## src/rtl/player_key_decoder.sv

```systemverilog
// player_key_decoder: PS/2 make/break decoder driving held left/right/jump levels (WASD_EN adds A/D/W holds)
module player_key_decoder #(
    parameter logic [7:0] LEFT_CODE      = 8'h6B,
    parameter logic [7:0] RIGHT_CODE     = 8'h74,
    parameter logic [7:0] JUMP_CODE      = 8'h75,
    parameter int         TIMEOUT_CYCLES = 2_000_000
) (
    input  logic       clk,
    input  logic       rst,
    input  logic [7:0] rx_data,
    input  logic       rx_valid,
    input  logic       rx_error,
    output logic       left,
    output logic       right,
    output logic       jump,
    output logic       seq_busy
);
    localparam int CW = $clog2(TIMEOUT_CYCLES);
    localparam logic [1:0] IDLE    = 2'd0;
    localparam logic [1:0] EXT     = 2'd1;
    localparam logic [1:0] BRK     = 2'd2;
    localparam logic [1:0] EXT_BRK = 2'd3;
    localparam logic [CW-1:0] LAST = CW'(TIMEOUT_CYCLES - 1);

    logic [1:0] state, state_n;
    logic [CW-1:0] cnt, cnt_n;
    logic [2:0] arrow, arrow_n;
    logic [2:0] hit;
    logic is_e0, is_f0, is_special, in_ext, plain;

    assign is_e0      = rx_data == 8'hE0;
    assign is_f0      = rx_data == 8'hF0;
    assign plain      = !is_e0 && !is_f0;
    assign is_special = rx_data inside {8'hAA, 8'hFC, 8'h00, 8'hFF};
    assign in_ext     = (state == EXT) || (state == EXT_BRK);
    assign hit        = {rx_data == JUMP_CODE, rx_data == RIGHT_CODE, rx_data == LEFT_CODE};

`ifdef WASD_EN
    logic [2:0] wasd, wasd_n, whit;
    assign whit = {rx_data == 8'h1D, rx_data == 8'h23, rx_data == 8'h1C};
    assign {jump, right, left} = arrow | wasd;
`else
    assign {jump, right, left} = arrow;
`endif

    // Next-state: error beats byte, byte beats timeout; special bytes only act outside extended states
    always_comb begin
        state_n = state;
        cnt_n   = (state == IDLE) ? '0 : cnt + 1'b1;
        arrow_n = arrow;
`ifdef WASD_EN
        wasd_n  = wasd;
`endif
        if (rx_error) begin
            state_n = IDLE;
            cnt_n   = '0;
            arrow_n = '0;
`ifdef WASD_EN
            wasd_n  = '0;
`endif
        end else if (rx_valid) begin
            cnt_n = '0;
            if (is_special && !in_ext) begin
                state_n = IDLE;
                arrow_n = '0;
`ifdef WASD_EN
                wasd_n  = '0;
`endif
            end else begin
                case (state)
                    IDLE: begin
                        state_n = is_e0 ? EXT : is_f0 ? BRK : IDLE;
`ifdef WASD_EN
                        wasd_n = plain ? wasd | whit : wasd;
`endif
                    end
                    EXT: begin
                        state_n = is_f0 ? EXT_BRK : is_e0 ? EXT : IDLE;
                        arrow_n = plain ? arrow | hit : arrow;
                    end
                    BRK: begin
                        state_n = is_e0 ? EXT_BRK : is_f0 ? BRK : IDLE;
`ifdef WASD_EN
                        wasd_n = plain ? wasd & ~whit : wasd;
`endif
                    end
                    default: begin
                        state_n = plain ? IDLE : EXT_BRK;
                        arrow_n = plain ? arrow & ~hit : arrow;
                    end
                endcase
            end
        end else if (state != IDLE && cnt == LAST) begin
            state_n = IDLE;
            cnt_n   = '0;
        end
    end

    // State, counter and key holds; seq_busy tracks the registered state
    always_ff @(posedge clk) begin
        if (rst) begin
            state    <= IDLE;
            cnt      <= '0;
            arrow    <= '0;
            seq_busy <= 1'b0;
        end else begin
            state    <= state_n;
            cnt      <= cnt_n;
            arrow    <= arrow_n;
            seq_busy <= state_n != IDLE;
        end
    end

`ifdef WASD_EN
    // WASD hold registers, present only in WASD builds
    always_ff @(posedge clk) begin
        if (rst) wasd <= '0;
        else wasd <= wasd_n;
    end
`endif
endmodule

```

## config.mk

```make
export PLATFORM = sky130hd
export DESIGN_NAME = player_key_decoder
export DESIGN_NICKNAME = d
export VERILOG_FILES = /design/src/rtl/player_key_decoder.sv
export SDC_FILE = /design/constraint.sdc
export NUM_CORES = 1
export LEC_CHECK = 0
export CAP_MARGIN = 15
export CORE_AREA = 10 10 70 72
export CTS_CLUSTER_SIZE = 8
export DETAILED_ROUTE_END_ITERATION = 12
export DIE_AREA = 0 0 80 82
export PLACE_DENSITY = 0.75
export SETUP_SLACK_MARGIN = 0.05
export SLEW_MARGIN = 20
export SYNTH_ARGS = -nofsm -noshare
export SYNTH_HDL_FRONTEND = slang
export SYNTH_SLANG_ARGS = --single-unit
```

## constraint.sdc

```tcl
create_clock -name clk -period 1.82 [get_ports clk]
set_clock_uncertainty 0.1 [all_clocks]
set_input_delay 0.273 -clock clk [delete_from_list [all_inputs] [get_ports clk]]
set_output_delay 0.273 -clock clk [all_outputs]
set_load 0.01 [all_outputs]
```

==> flow_summary.ini <==
[drt]
wl_met1_mm = 1.474
top_layer_used = met4
avgRoutedWirePerCell_um = 12.51
final_antenna_net_count = 0
wl_mm = 3.165
drt-pass1-iter-count = 4
vias = 1355
viasPerCell = 5.356
drtIter0Drc = 68
drc = 0
wl_met3_um = 92
wl_met2_mm = 1.540

[global_routing]
antenna_found_initial = 0
grt_pass1_wl_mm = 5.326
grt_use_total_pct = 9.788
grt_overflow = 0
grt_max_degree = 18
first_global_vias = 1250

[cts]
cts_tree = built
cts_root_buffer = clkbuf_4
clockBufferDepth = 2
cts.clk_slew.worst_paths_ns = 0.16
cts_buffers = 3
insertion_delay_ns = 0.35
htree_levels = 1
clock_sinks = 27

[critical_path]
worst-path-buf-inv = 0
timing.critical_path.from = cnt[0]
cpPeakStageDelay_ns = 0.51
critical_path_class = reg2reg
cp.arrival_ns = 1.87
crit_slowest_cell = or4_1
end_kind = flop
critical_path.top_delay_family = simple AND/OR/NAND/NOR gates
crit_path_max_fanout = 8
crit_chain = ha_1, and3_4, nand2_4, or4_1, a21oi_1
path_depth = 5
worst-endpoint-required_ns = 2.01
r2r_setup_slack_ns = 0.14
worstSetupStartpointType = flop
endpoint = cnt[16]
r2r_start = cnt[0]
r2r_cells = 5
r2r_end = cnt[16]

[synthesis]
synth-seq-cells = 27
postSynthCellCount = 168
synthFlopType = dfxtp_1
synth_edf_count = 0
seq_area_frac_synth_pct = 35.41
yosysWarnings = 0
synth_area_per_cell_um2 = 9.086
syn-num-nets = 181
mappedNetlistArea_mm2 = 0.001526
async_flop_share_pct = 0
synth_cell_types = 48

[pwr]
power-per-cell-area_mw_per_mm2 = 492.5
p_int_uw = 724.9
p_sw_uw = 233.9
power_leakage_nw = 0.6491
p_comb_share_pct = 7.6
p_total_uw = 958.9
seqPwrFrac_pct = 61.8
irDropWorstVdd_mv = 0.2583
power.share.switching_pct = 24.40
p_clk_share_pct = 30.6

[timing]
setup_ws_ns = 0.1448
hold_violations = 0
tightest_slew_ns = 0.3125
tns_ns = 0
holdWs_ns = 0.3306
slew_headroom_pct = 78.90
finalMaxSlewViolations = 0
min_period_ns = 1.675
setup_violations = 0
fin_crit_sh_pct = 92.05
grt_setup_unrepaired = no
fmax_ghz = 0.5969

[cells_and_area]
nFillCells = 345
fin_cells = 253
fin_nets = 219
final_area_mm2 = 0.001947
postLayoutCoreUtil_pct = 54.41
layout-drive-gt1-share_pct = 22.93
area.growth.synth_to_final_pct = 27.54
layout_commonest_cell = dfxtp_1
antenna_cells = 0
final_cell_mix = dfxtp_1 (25), buf_4 (22), nor2_1 (18)

[placement]
dp_slack_ns = -0.1825
post_dp_cell_area_mm2 = 0.001853
place_inst = 245
port_buffers = 15
place.gp.congestion = 0.8297
hpwl_mm = 2.345

[flow_run]
max_cap_violations = 0

[run_status]
status = finished, final reports clean

[die]
initial_core_util_pct = 42.66
core_area_mm2 = 0.003578
io_pins = 16
die_x_um = 80
num_rows = 22
die-area_mm2 = 0.006560
die_h_um = 82

[min_path]
min_path_type = reg2reg
## layer usage
layer  track usage (%)  vias to the layer above
li1                  -                      696
met1             11.62                      628
met2             16.61                       27
met3             1.419                        4
met4             5.458                        0
met5                 0                        -
## cell usage after synthesis, drive strengths merged, types with 2 or more instances
| cell | count | share of area [%] |
|---|---|---|
| a21o | 2 | 0.98 |
| a21oi | 9 | 3.2 |
| and2 | 4 | 1.6 |
| and3 | 5 | 2.1 |
| and4 | 2 | 1.4 |
| buf | 4 | 2.5 |
| clkbuf | 2 | 0.49 |
| dfxtp | 27 | 35 |
| inv | 4 | 0.98 |
| mux2i | 5 | 3.3 |
| nand2 | 10 | 3.0 |
| nand2b | 2 | 0.82 |
| nand3 | 10 | 4.1 |
| nand4 | 8 | 4.7 |
| nand4bb | 3 | 2.2 |
| nor2 | 18 | 4.4 |
| nor3 | 4 | 2.0 |
| nor4 | 5 | 3.3 |
| o211ai | 6 | 3.0 |
| o21ai | 5 | 2.4 |
| o2bb2ai | 2 | 1.1 |
| o31ai | 2 | 0.98 |
| or3 | 4 | 1.6 |
| or4 | 3 | 1.7 |
| xnor2 | 5 | 2.9 |
| xor2 | 7 | 4.0 |
## worst reg2reg max path, delay by kind of cell (launching register included)
| kind | cells | cell delay, ns |
|---|---|---|
| flip-flops | 1 | 0.37 |
| AO/OA/AOI/OAI | 1 | 0.15 |
| AND/OR/NAND/NOR | 3 | 0.83 |
| adder cells (fa/ha/maj) | 1 | 0.17 |
## area by class of cell
type / instances / area (um2) / share of cell area, %
Clock inverter: 1 / 8.758 / 0.4499
Inverter: 4 / 15.01 / 0.7712
Timing Repair Buffer: 39 / 355.3 / 18.25
Multi-Input combinational cell: 131 / 942.2 / 48.39
Clock buffer: 3 / 22.52 / 1.157
Tap cell: 48 / 60.06 / 3.085
Sequential cell: 27 / 543.0 / 27.89
## worst min-delay path by stage
stage          cells past startpoint  endpoint  startpoint  slack (ns)
4_1_cts                            1    cnt[0]      cnt[0]        0.37
2_1_floorplan                      1    cnt[0]      cnt[0]        0.31
6_report                           1    cnt[0]      cnt[0]        0.33
5_1_grt                            1    cnt[0]      cnt[0]        0.36
3_3_place_gp                       1    cnt[0]      cnt[0]        0.33
3_5_place_dp                       1    cnt[0]      cnt[0]        0.34
## state kept, by name, indices dropped and copies added (netlist names)
register	count
arrow	3
cnt	21
seq_busy	1
state	2
## repair_timing
item	in CTS	in global routing
buffers inserted	0	4
pin swaps	0	1
setup endpoints to repair	1	19
gates resized for setup	1	6
hold buffers	0	0
## cells by family (layout without fill, tap and decap cells)
kind of cell	after synthesis	in the layout	share of synthesized area (%)
AOI/OAI and AO/OA	30	30	13.93
xor gates and xnor gates	12	12	6.885
adders and majority gates	1	1	0.8195
buffers and inverters	10	47	4.016
DFF	27	27	35.41
muxes	5	5	3.279
and+or+nand+nor	83	83	35.65
## power by group through the flow
stage | combinational (mW) | sequential, mW | clock [mW]
after floorplan | 0.0230 | 0.605 | 0
after global placement | 0.0698 | 0.605 | 0
after detailed placement | 0.0712 | 0.605 | 0
after CTS | 0.0716 | 0.593 | 0.301
after global routing | 0.0789 | 0.593 | 0.323
final | 0.0729 | 0.593 | 0.293
Power figures use the tool's default switching activity.
